$ cat src/rtl/irq_ctrl_pkg.sv
// irq_ctrl_pkg: shared state encoding, defaults and width helper for the interrupt dispatcher.
package irq_ctrl_pkg;
    typedef enum logic [1:0] {
        IDLE    = 2'd0,
        REQ     = 2'd1,
        SERVICE = 2'd2
    } state_t;

    localparam int NUM_IRQ_DEF = 4;

    function automatic int clog2(input int v);
        int r;
        r = 0;
        for (int i = 0; i < 31; i++)
            if ((1 << i) < v) r = i + 1;
        return r;
    endfunction
endpackage

$ cat src/rtl/irq_prio_enc.sv
// irq_prio_enc: combinational fixed-priority encoder, lowest set index wins.
module irq_prio_enc #(
    parameter int N = 4,
    parameter int W = 2
) (
    input  logic [N-1:0] eligible,
    output logic [W-1:0] winner,
    output logic         any
);
    always_comb begin
        winner = '0;
        any    = |eligible;
        for (int i = N - 1; i >= 0; i--)
            if (eligible[i]) winner = W'(i);
    end
endmodule

$ cat src/rtl/irq_dispatch_ctrl.sv
// irq_dispatch_ctrl: sticky pending capture, masking, fixed-priority dispatch and
// request/ack/EOI handshake with optional ack timeout; one interrupt in service at a time.
module irq_dispatch_ctrl
    import irq_ctrl_pkg::*;
#(
    parameter int NUM_IRQ = NUM_IRQ_DEF,
    parameter int VEC_W   = clog2(NUM_IRQ),
    parameter int ACK_TO  = 15
) (
    input  logic               clk,
    input  logic               rst,
    input  logic               enable,
    input  logic [NUM_IRQ-1:0] irq_trigger,
    input  logic [NUM_IRQ-1:0] irq_mask,
    input  logic               cpu_ack,
    input  logic               cpu_eoi,
    output logic               int_req,
    output logic [VEC_W-1:0]   irq_vector,
    output logic [NUM_IRQ-1:0] in_service,
    output logic [NUM_IRQ-1:0] pending,
    output logic               ack_timeout
);
    localparam int CNT_W = ACK_TO > 0 ? clog2(ACK_TO + 1) : 1;

    state_t             state, state_n;
    logic [CNT_W-1:0]   cnt, cnt_n;
    logic [NUM_IRQ-1:0] eligible, clr, vec_oh, pending_n, in_service_n;
    logic [VEC_W-1:0]   winner, irq_vector_n;
    logic               any, int_req_n, ack_timeout_n;

    assign eligible = pending & ~irq_mask;
    assign vec_oh   = NUM_IRQ'(1) << irq_vector;

    irq_prio_enc #(.N(NUM_IRQ), .W(VEC_W)) u_enc (
        .eligible(eligible),
        .winner  (winner),
        .any     (any)
    );

    always_comb begin
        state_n       = state;
        cnt_n         = cnt;
        int_req_n     = int_req;
        irq_vector_n  = irq_vector;
        in_service_n  = in_service;
        ack_timeout_n = 1'b0;
        clr           = '0;
        case (state)
            IDLE: if (any) begin
                state_n      = REQ;
                irq_vector_n = winner;
                int_req_n    = 1'b1;
                cnt_n        = '0;
            end
            REQ: if (cpu_ack) begin
                state_n      = SERVICE;
                clr          = vec_oh;
                in_service_n = vec_oh;
                int_req_n    = 1'b0;
            end else if (!eligible[irq_vector]) begin
                state_n   = IDLE;
                int_req_n = 1'b0;
            end else if (ACK_TO != 0 && cnt == CNT_W'(ACK_TO - 1)) begin
                state_n       = IDLE;
                int_req_n     = 1'b0;
                ack_timeout_n = 1'b1;
            end else begin
                cnt_n = (cnt == '1) ? cnt : cnt + 1'b1;
            end
            SERVICE: if (cpu_eoi) begin
                state_n      = IDLE;
                in_service_n = '0;
            end
            default: state_n = IDLE;
        endcase
        // a trigger in the same cycle as the ack re-arms the line
        pending_n = (pending & ~clr) | irq_trigger;
    end

    always_ff @(posedge clk or posedge rst) begin
        if (rst) begin
            state       <= IDLE;
            cnt         <= '0;
            int_req     <= 1'b0;
            irq_vector  <= '0;
            in_service  <= '0;
            pending     <= '0;
            ack_timeout <= 1'b0;
        end else if (enable) begin
            state       <= state_n;
            cnt         <= cnt_n;
            int_req     <= int_req_n;
            irq_vector  <= irq_vector_n;
            in_service  <= in_service_n;
            pending     <= pending_n;
            ack_timeout <= ack_timeout_n;
        end
    end
endmodule

$ cat config.mk
export PLATFORM = sky130hd
export DESIGN_NAME = irq_dispatch_ctrl
export DESIGN_NICKNAME = d
export VERILOG_FILES = /design/src/rtl/irq_ctrl_pkg.sv /design/src/rtl/irq_prio_enc.sv /design/src/rtl/irq_dispatch_ctrl.sv
export SDC_FILE = /design/constraint.sdc
export NUM_CORES = 1
export LEC_CHECK = 0
export ABC_AREA = 1
export CORE_MARGIN = 10
export CORE_UTILIZATION = 30
export DETAILED_ROUTE_END_ITERATION = 7
export DONT_BUFFER_PORTS = 1
export SLEW_MARGIN = 40
export SYNTH_ARGS = -nofsm -noshare
export SYNTH_HDL_FRONTEND = slang
export SYNTH_SLANG_ARGS = --single-unit
$ cat constraint.sdc
create_clock -name clk -period 2.6 [get_ports clk]
set_input_delay 0.52 -clock clk [delete_from_list [all_inputs] [get_ports clk]]
set_output_delay 0.52 -clock clk [all_outputs]
set_load 0.05 [all_outputs]
* After elaboration in Yosys (flattened, before gate mapping) *
Index checks and enable logic that the tools add are counted.

word-level totals
  output and inout bits = 12
  bits of input ports = 13
  word-level logic and storage cells = 68
  flip-flop bits (word level) = 18

cells by class
  multiplexer cells = 32
  reduce and logical (&&, ||, !) cells = 9
  shifts and indexed selects = 1
  magnitude comparators = 1
  add/subtract/negate cells = 1
  bitwise logic cells = 5
  equal/unequal tests = 12

operators with widths
  kind                 count
  $mux 4               9
  $mux 2               9
  $pmux 4 s2           2
  $ne 2x2->1 const B   7
  $reduce_and 4->1     3
  $mux 1               9
  $and 4x4->4          2
  $eq 4x4->1 const B   2
  $not 4->4            2
  $reduce_and 7->1     1
  $pmux 2 s3           1
  $add 4x1->4 const B  1
  $ne 4x4->1 const B   1
  $or 4x4->4           1
  $reduce_bool 2->1    2
  $reduce_or 4->1      1
  $shl 1x2->4 const A  1
  $lt 2x3->1 const B   1
  $reduce_and 3->1     1
  $bmux 1 s2           1
  $eq 2x1->1 const B   1
  $eq 2x2->1 const B   1
  $logic_not 2->1      1
  $pmux 1 s2           1

* Depth between registers and ports, before layout *
Gate-level depths: netlist of run 1.

  depth in word-level cells = 7
  depth in mapped cells = 10
  mapped depth without buffers = 10

* By module *
From an unflattened synthesis of run 1, not the netlist that was laid out.

unflattened totals
  cells, all modules = 140
  area total of the unflattened synthesis = 1063.5 µm²

by module, submodules not included
  module             times used  sequential area each (µm²)  cells an instance  area each (µm²)
  irq_dispatch_ctrl  1           450.4                       131                1017.2
  irq_prio_enc       1           0.0                         9                  46.3

* Least setup slack after synthesis of run 1 *
No wires, ideal clock.

  kind = reg2reg
  from = register irq_vector[0]
  to = register cnt[0]
  data required time = 2.483 ns
  arrival time = 1.379 ns
  path buffers = 0
  slack = 1.105 ns
  period minus slack after synthesis = 1.495 ns
  cell stages (with the launch flop) = 11
  library setup time = 0.117 ns
  path through = dfrtp_1 -> nand2_1 -> inv_1 -> nand2_2 -> nand2_2 -> nor2_2 -> nand2_1 -> nand2_2 -> nand2_2 -> nand2_1 -> nand2_1

between the ends
  cells in the longest elaborated chain, start to end = 4

ends and longest elaborated chain
  what                               RTL line                 text
  start: declaration                 irq_dispatch_ctrl.sv:18  output logic [VEC_W-1:0] irq_vector,
  start signal: assignment           irq_dispatch_ctrl.sv:93  irq_vector <= irq_vector_n;
  $bmux 1 s2                         irq_dispatch_ctrl.sv:60  end else if (!eligible[irq_vector]) begin
  $mux 1 (not written as such)       irq_dispatch_ctrl.sv:60
  $ne 2x2->1 (no source line)        --
  $reduce_and 7->1 (no source line)  --
  end signal: assignment             irq_dispatch_ctrl.sv:91  cnt <= cnt_n;
  end: declaration                   irq_dispatch_ctrl.sv:26  logic [CNT_W-1:0] cnt, cnt_n;

No other way between the ends. The select of a mux whose other input is x is not followed.
A chain may end at the register's enable or synchronous reset.

* Worst setup path in the final report of run 1 *
  from = register irq_vector[0]
  to = register cnt[3]

Same word-level chain as after synthesis.

==> flow_summary_export.csv, run 1 <==
group,metric,value,unit
status,status,"complete, no violations",
cts,clk_path_buf_depth,2,
critical_path,worstSetupStartpoint,"irq_vector[0]$_DFFE_PP0P_",
critical_path,cp_num_cells,10,
critical_path,cp-end-kind,"flop",
timing,relSlewSlack,54.7,%
final_layout,nets,162,
die,die_h,78.3,um
synth,synth_area_leader_cell,"dfrtp_1",
synth,synth_edf_count,0,
cts,cts_tree,"yes",
routing,first_pass_iters,4,
grt,grt_pass1_wl,4.01,mm
routing,ant_nets,0,
grt,grt_max_degree,19,
critical_path,r2r_cells,10,
placement,dpl_worst_slack,0.908,ns
min_path,hp-class,"primary input to asynchronous set/reset pin",
grt,track_usage,8.12,%
cts,htreeDepth,1,
critical_path,arrival,1.90,ns
synth,synth.area.top_cells,"dfrtp_1 (44%), nand2_1 (18%), inv_1 (7.4%)",
timing,period_needed,1.71,ns
timing,setup_viol,0,
synth,seq_area_frac_synth,44.2,%
placement,portBuffers,0,
timing,hold_violations,0,
critical_path,path_buf_inv,1,
synth,synth_top_area_share,44.2,%
critical_path,worst_path_dominant_cell_family,"simple AND/OR/NAND/NOR gates",
timing,timing.fmax,0.584,GHz
die,die_w,78.3,um
timing,fin_setup_tns,0,ns
critical_path,required,2.78,ns
final_layout,drive_gt1_share,11.7,%
critical_path,cp-endpoint,"cnt[3]$_DFFE_PP0P_",
grt,antenna_found_initial,0,
critical_path,crit_path_cell_trace,"nand2_1 -> inv_1 -> nand2_2 -> nand2_2 -> nor2_2 -> nand2_1 -> nand2_2 -> nand2_2 -> nand2_1 -> nand2_1",
final_layout,fillers,365,
timing,tightest_slew,0.678,ns
cts,cts_inserted_buffers,3,
timing,clock_skew,0.00521,ns
final_layout,layout.cells.non_filler,191,
synth,postSynthCellCount,140,
placement,routabilityCongestion,0.861,
die,core,0.00331,mm^2
synth,syn_area,0.00102,mm^2
synth,yosysMostFrequentCell,"nand2_1",
placement,dp_cells,188,
synth,yosys_warnings,0,
critical_path,crit_path_start_kind,"flop",
power_and_ir_drop,irDropWorstVdd,0.204,mV
die,io_pins,25,
timing,timing.final.crit_share,65.9,%
cts,postCtsSetupBuffers,0,
synth,async_reset_ff_share,100,%
final_layout,diodes,0,
timing,final.setup.worst_slack,0.887,ns
critical_path,crit_path_top_delay_cell,"dfrtp_1",
synth,synthDistinctLibCells,23,
critical_path,rrSetupSlack,0.89,ns
final_layout,syn2layout_area_growth,9.34,%
power_and_ir_drop,p_leak,0.576,nW
cts,clockRootBuffer,"clkbuf_4",
die,die_area,0.00613,mm^2
power_and_ir_drop,p_switching,655,uW
grt,overflow,0,
synth,syn_avg_cell_area,7.27,um^2
critical_path,regToRegStartpoint,"irq_vector[0]$_DFFE_PP0P_",
flow_run,max-cap-violations,0,
power_and_ir_drop,p_seq_share,55.8,%
routing,wirelength,2.38,mm
synth,yosys-top-cells-count,"nand2_1 (48), inv_1 (20), dfrtp_1 (18)",
routing,wl_per_cell,12.5,um
critical_path,crit_path_max_fanout,8,
timing,rsz0062_at_grt,"false",
die,start_util,30.8,%
routing,drc,0,
cts,clock_sinks,18,
routing,drt_iter0_drc,65,
synth,synth_nets,155,
placement,dpl.hpwl,1.88,mm
die,row_count,21,
synth,ys.flop_type,"dfrtp_1",
grt,grt_pass1_vias,867,
timing,slew_violations,0,
cts,cts.repair.resized,0,
cts,cts_hold_buf,0,
cts,clock_latency,0.29,ns
routing,vias,865,
critical_path,max_stage_delay,0.65,ns
synth,synth-seq-cells,18,
power_and_ir_drop,p_comb_share,33.1,%
critical_path,critical_path_class,"flop to flop",
power_and_ir_drop,internal-power,555,uW
power_and_ir_drop,powerDensity,1090,mW/mm^2
cts,path_clk_slew,0.10,ns
routing,viasPerCell,4.53,
power_and_ir_drop,switching_share,54.1,%
power_and_ir_drop,clkPwrFrac,11.1,%
critical_path,rr_endpoint,"cnt[3]$_DFFE_PP0P_",
-- worst reg2reg max path, stage by stage (launching register included) --
cell	delay [ns]
dfrtp_1	0.65
nand2_1	0.24
inv_1	0.07
nand2_2	0.06
nand2_2	0.04
nor2_2	0.16
nand2_1	0.09
nand2_2	0.11
nand2_2	0.08
nand2_1	0.06
nand2_1	0.05
-- area by class of cell --
class | count | area (um^2) | area share, %
Sequential cell | 18 | 450 | 40.4
Tap cell | 46 | 57.6 | 5.17
Clock buffer | 3 | 22.5 | 2.02
Timing Repair Buffer | 3 | 22.5 | 2.02
Multi-Input combinational cell | 99 | 478 | 42.9
Inverter | 22 | 82.6 | 7.42
-- worst min-delay path by stage --
stage	depth (start not counted)	slack [ns]	to	from
after floorplan	1	0.46	ack_timeout$_DFFE_PP0P_	rst
final	1	0.21	pending[0]$_DFFE_PP0P_	rst
after global placement	2	0.52	cnt[1]$_DFFE_PP0P_	cnt[1]$_DFFE_PP0P_
after global routing	1	0.26	cnt[2]$_DFFE_PP0P_	rst
after detailed placement	2	0.53	cnt[3]$_DFFE_PP0P_	cnt[3]$_DFFE_PP0P_
after CTS	1	0.23	cnt[2]$_DFFE_PP0P_	rst
-- logic make-up after synthesis --
logic type / count (synthesis) / share of synthesized area, %
AND/OR/NAND/NOR: 81 / 34.9
buffers and inverters: 23 / 8.85
flip-flops: 18 / 44.2
AO/OA/AOI/OAI: 14 / 7.86
XOR/XNOR: 2 / 1.72
adder cells (fa/ha/maj): 2 / 2.46
-- power groups by stage --
stage | clock (mW) | sequential (mW) | combinational, mW
after global placement | 0 | 0.685 | 0.395
after detailed placement | 0 | 0.686 | 0.400
after CTS | 0.144 | 0.680 | 0.405
after global routing | 0.154 | 0.694 | 0.468
final | 0.134 | 0.675 | 0.401
after floorplan | 0 | 0.672 | 0.314
-- layout by cell type (no fill, tap or decap) --
cell type,count
o21ai_2,1
xnor2_1,1
o21ai_0,2
nand2_1,48
nand3_2,1
nor2_2,1
o22ai_1,1
clkbuf_4,3
a21oi_1,2
nand2_2,4
nand3_1,8
nor2_1,12
inv_1,20
dfrtp_1,18
nor2_4,2
xor2_1,1
nand4_1,1
o21ai_1,6
ha_1,2
buf_4,3
inv_2,2
a22oi_1,1
o21bai_1,1
nor3_1,4
-- sequential cells by signal, indices dropped and copies added (netlist names) --
| signal | flops |
|---|---|
| ack_timeout | 1 |
| irq_vector | 2 |
| pending | 4 |
| int_req | 1 |
| state | 2 |
| in_service | 4 |
| cnt | 4 |
-- per-stage QoR --
step                      power (mW)  hold slack, ns  utilization, %  instance area, um^2
after floorplan                0.986           0.459               -                 1020
after global placement          1.08           0.520            33.0                 1090
after detailed placement        1.09           0.527            33.0                 1090
after CTS                       1.23           0.234            33.6                 1110
after global routing            1.32           0.262            33.6                 1110
final                           1.21           0.211            33.6                 1110
-- per-layer routing --
metal	GRT usage, %	vias to the layer above	part of all wire (%)
li1	-	447	-
met1	9.25	393	44
met2	13.2	21	46
met3	3.30	4	8.5
met4	3.23	0	1.2
met5	0	-	0
Power figures use the tool's default switching activity.
==> run 2, diff against run 1 <==
clock period = 1.7 ns   (was 2.6 ns; I/O delays follow)
==> flow_summary_export.csv, run 2 (synthesis gave the netlist of run 1 again) <==
group,metric,value,unit
final_layout,stdcell_area,0.00115,mm^2
critical_path,critical-path-top-cell-by-count,"nand2_1",
die,die_w,78.3,um
critical_path,crit_path_cell_trace,"inv_1 -> nor2_1 -> nand2_1 -> nand2_1 -> nor2_2 -> nand2_1 -> nand2_2 -> nand2_2 -> nand2_1 -> nand2_1",
grt,antenna_found_initial,0,
cts,cts_inserted_buffers,3,
final_layout,nets,165,
timing,clock_skew,0.0122,ns
die,die_h,78.3,um
timing,relSlewSlack,53.4,%
critical_path,crit_path_start_kind,"flop",
cts,postCtsSetupBuffers,0,
final_layout,drive_gt1_share,14.1,%
timing,setup_viol,0,
timing,timing.fmax,0.701,GHz
timing,period_needed,1.43,ns
critical_path,crit_path_max_fanout,7,
timing,final.setup.worst_slack,0.273,ns
final_layout,final_cell_mix,"nand2_1 (48), inv_1 (20), dfrtp_1 (18)",
placement,portBuffers,0,
timing,hold_violations,0,
cts,htreeDepth,1,
critical_path,critical_path_class,"flop to flop",
grt,grt_max_degree,19,
timing,tightest_slew,0.698,ns
grt,grt_pass1_wl,4.11,mm
final_layout,diodes,0,
placement,placedInstanceArea,0.00111,mm^2
critical_path,required,1.89,ns
die,row_count,21,
placement,dpl.hpwl,1.93,mm
timing,fin_setup_tns,0,ns
die,die_area,0.00613,mm^2
critical_path,arrival,1.62,ns
critical_path,cp-end-kind,"flop",
grt,track_usage,8.24,%
cts,cts_tree,"yes",
critical_path,worst_path_dominant_cell_family,"simple AND/OR/NAND/NOR gates",
cts,clock_sinks,18,
grt,overflow,0,
routing,vias,911,
power_and_ir_drop,p_leak,0.598,nW
final_layout,syn2layout_area_growth,12.9,%
routing,wl_per_cell,12.5,um
power_and_ir_drop,powerDensity,1710,mW/mm^2
cts,clk_path_buf_depth,2,
timing,rsz0062_at_grt,"false",
status,status,"complete, no violations",
cts,path_clk_slew,0.12,ns
die,io_pins,25,
routing,drc,0,
routing,wirelength,2.45,mm
routing,first_pass_iters,4,
routing,drt_iter0_drc,58,
critical_path,max_stage_delay,0.47,ns
final_layout,final_common_cell,"nand2_1",
cts,cts_hold_buf,0,
placement,routabilityCongestion,0.864,
placement,dpl_worst_slack,0.341,ns
critical_path,path_buf_inv,1,
cts,clockRootBuffer,"clkbuf_4",
power_and_ir_drop,irDropWorstVdd,0.434,mV
final_layout,top_regs,"cnt (4), in_service (4), pending (4)",
cts,cts.repair.resized,0,
critical_path,crit_path_top_delay_cell,"dfrtp_1",
die,core,0.00331,mm^2
timing,slew_violations,0,
die,start_util,30.8,%
cts,clock_latency,0.30,ns
flow_run,max-cap-violations,0,
min_path,hp-class,"primary input to asynchronous set/reset pin",
grt,grt_pass1_vias,851,
routing,viasPerCell,4.67,
routing,ant_nets,0,
timing,timing.final.crit_share,83.9,%
## run 2: changes by cell type in the layout (fill, tap and decap cells not counted), sizes merged
cell    change
buf         +3
clkbuf      +1
## run 2: power by group
part	internal [mW]	leakage [nW]	switching, mW
clock network	0.131	0.0210	0.143
logic	0.248	0.357	0.550
registers	0.557	0.220	0.340
total	0.936	0.598	1.03
## run 2: layer usage
layer	global-route usage [%]	part of all wire, %	up-vias
met5	0	0	-
met4	2.15	0.57	0
met3	4.56	8.7	2
met2	12.7	46	34
met1	9.73	44	420
li1	-	-	455
## run 2: final timing paths
check,from,endpoint,slack [ns],depth (start not counted)
setup / recovery,irq_vector[1]$_DFFE_PP0P_,cnt[2]$_DFFE_PP0P_,0.27,10
min in group clk,enable,pending[1]$_DFFE_PP0P_,0.14,2
setup reg to reg,irq_vector[1]$_DFFE_PP0P_,cnt[2]$_DFFE_PP0P_,0.27,10
max in group asynchronous,rst,ack_timeout$_DFFE_PP0P_,1.23,1
hold reg to reg,cnt[3]$_DFFE_PP0P_,cnt[3]$_DFFE_PP0P_,0.55,2
hold / removal,rst,state[0]$_DFFE_PP0P_,0.02,1
## run 2: area by class of cell
type / instances / area, um^2
inverter: 22 / 82.6
sequential: 18 / 450
clock buffer: 4 / 36.3
timing repair buffer: 6 / 45.0
tap: 46 / 57.6
fill: 344 / 2160
multi-input combinational: 99 / 478
## run 2: per-stage QoR
step | cells | power, mW | util, % | hold slack, ns
3_3_place_gp | 191 | 1.70 | 33.6 | 0.387
6_report | 195 | 1.97 | 34.7 | 0.0173
4_1_cts | 195 | 1.99 | 34.7 | 0.0543
3_5_place_dp | 191 | 1.71 | 33.6 | 0.396
2_1_floorplan | 140 | 1.51 | - | 0.279
5_1_grt | 195 | 2.12 | 34.7 | 0.0692
==> run 3, diff against run 2 <==
clock period = 1.2 ns   (was 1.7 ns; I/O delays follow)
==> flow_summary_export.csv, run 3 (synthesis gave the netlist of run 1 again) <==
group,metric,value,unit
flow_run,max-cap-violations,0,
cts,clock_latency,0.30,ns
final_layout,nets,190,
power_and_ir_drop,p_leak,0.729,nW
timing,final.setup.worst_slack,-0.106,ns
grt,grt_max_degree,19,
cts,path_clk_slew,0.11,ns
critical_path,crit_path_max_fanout,6,
critical_path,crit_path_cell_trace,"buf_4 -> buf_6",
placement,portBuffers,0,
timing,period_needed,1.31,ns
placement,routabilityCongestion,0.802,
die,core,0.00331,mm^2
final_layout,fillers,337,
routing,drt_iter0_drc,49,
die,die_w,78.3,um
grt,antenna_found_initial,0,
timing,timing.fmax,0.766,GHz
routing,drc,0,
grt,track_usage,9.24,%
cts,cts_tree,"yes",
power_and_ir_drop,p_total,3.48,mW
critical_path,critical_path_class,"flop to primary output",
cts,clock_sinks,18,
timing,hold_violations,0,
timing,timing.final.crit_share,109,%
final_layout,final_cell_mix,"nand2_1 (41), buf_4 (27), inv_1 (17)",
power_and_ir_drop,irDropWorstVdd,0.729,mV
cts,htreeDepth,1,
routing,ant_nets,0,
die,start_util,30.8,%
routing,first_pass_iters,4,
power_and_ir_drop,powerDensity,2400,mW/mm^2
die,row_count,21,
grt,grt_pass1_wl,4.65,mm
final_layout,stdcell_area,0.00145,mm^2
critical_path,crit_path_top_delay_cell,"dfrtp_2",
grt,overflow,0,
placement,placedInstanceArea,0.00125,mm^2
routing,viasPerCell,4.50,
routing,vias,991,
timing,setup_viol,12,
timing,rsz0062_at_grt,"true",
die,die_area,0.00613,mm^2
final_layout,drive_gt1_share,46.0,%
routing,wirelength,2.84,mm
cts,cts_inserted_buffers,3,
critical_path,required,0.96,ns
critical_path,max_stage_delay,0.47,ns
grt,grt_pass1_vias,975,
final_layout,diodes,0,
routing,wl_per_cell,12.9,um
cts,clk_path_buf_depth,2,
timing,relSlewSlack,82.0,%
critical_path,cp-end-kind,"primary output",
final_layout,top_regs,"cnt (4), in_service (4), pending (4)",
min_path,hp-class,"primary input to flop",
timing,fin_hold_ws,0.0437,ns
critical_path,crit_path_start_kind,"flop",
final_layout,final_common_cell,"nand2_1",
die,io_pins,25,
timing,slew_violations,0,
die,die_h,78.3,um
final_layout,syn2layout_area_growth,42.5,%
cts,clockRootBuffer,"clkbuf_4",
timing,tightest_slew,0.270,ns
status,status,"finished with violations",
placement,dpl.hpwl,2.10,mm
critical_path,arrival,1.07,ns
status,violations,"negative setup slack",
timing,clock_skew,0.00676,ns
run 3: cell types whose count changed in the layout (fill, tap and decap cells not counted), sizes merged:
cell | before | now
dlygate4sd3 | 0 | 1
buf | 6 | 30
run 3: final cells by class:
class,instances,area [um^2],area share (%)
multi-input cells,99,562,38.7
well taps,46,57.6,3.97
clock buffers,4,36.3,2.50
flip-flops and latches,18,467,32.2
inverters,22,82.6,5.69
repair buffers,31,246,17.0
run 3: metrics by stage:
| stage | setup TNS, ns | instances | setup WS, ns | utilization [%] |
|---|---|---|---|---|
| after floorplan | -0.628 | 140 | -0.141 | - |
| after global placement | -0.636 | 207 | -0.111 | 37.6 |
| after detailed placement | -1.06 | 207 | -0.145 | 37.6 |
| after CTS | -0.873 | 215 | -0.118 | 41.7 |
| after global routing | -2.10 | 220 | -0.224 | 43.8 |
| final | -0.946 | 220 | -0.106 | 43.8 |
run 3: path summary, 6_finish.rpt:
check	cells past startpoint	startpoint	slack, ns	endpoint
min	2	enable	0.04	pending[1]$_DFFE_PP0P_
max in group asynchronous	3	rst	0.59	int_req$_DFFE_PP0P_
max reg2reg	10	irq_vector[1]$_DFFE_PP0P_	-0.10	cnt[0]$_DFFE_PP0P_
min reg2reg	2	cnt[3]$_DFFE_PP0P_	0.55	cnt[3]$_DFFE_PP0P_
min in group asynchronous	3	rst	0.39	pending[0]$_DFFE_PP0P_
max	2	irq_vector[1]$_DFFE_PP0P_	-0.11	irq_vector[1]
run 3: report_power, final:
| group | leakage, nW | switching, mW | internal [mW] | total [mW] |
|---|---|---|---|---|
| registers | 0.206 | 0.471 | 0.822 | 1.29 |
| clock network | 0.0210 | 0.203 | 0.185 | 0.388 |
| logic | 0.502 | 1.02 | 0.776 | 1.80 |
run 3: routing by layer:
metal | GRT usage [%] | share of wire [%] | vias to the layer above
met3 | 3.64 | 6.9 | 4
met2 | 15.3 | 48 | 27
li1 | - | - | 502
met1 | 10.8 | 44 | 458
met5 | 0 | 0 | -
met4 | 2.69 | 0.92 | 0
run 3: critical path: cells and delay by family, from the launching register on:
| family | cells | cell delay, ns |
|---|---|---|
| DFF | 1 | 0.47 |
| buffers and inverters | 2 | 0.29 |
run 3: what timing repair did:
| action | CTS | global route |
|---|---|---|
| endpoints found under the hold margin | 18 | 0 |
| pin swaps | 8 | 4 |
| setup buffers | 3 | 5 |
| setup endpoints to repair | 25 | 17 |
| resized for setup | 25 | 8 |
| hold buffers | 1 | 0 |
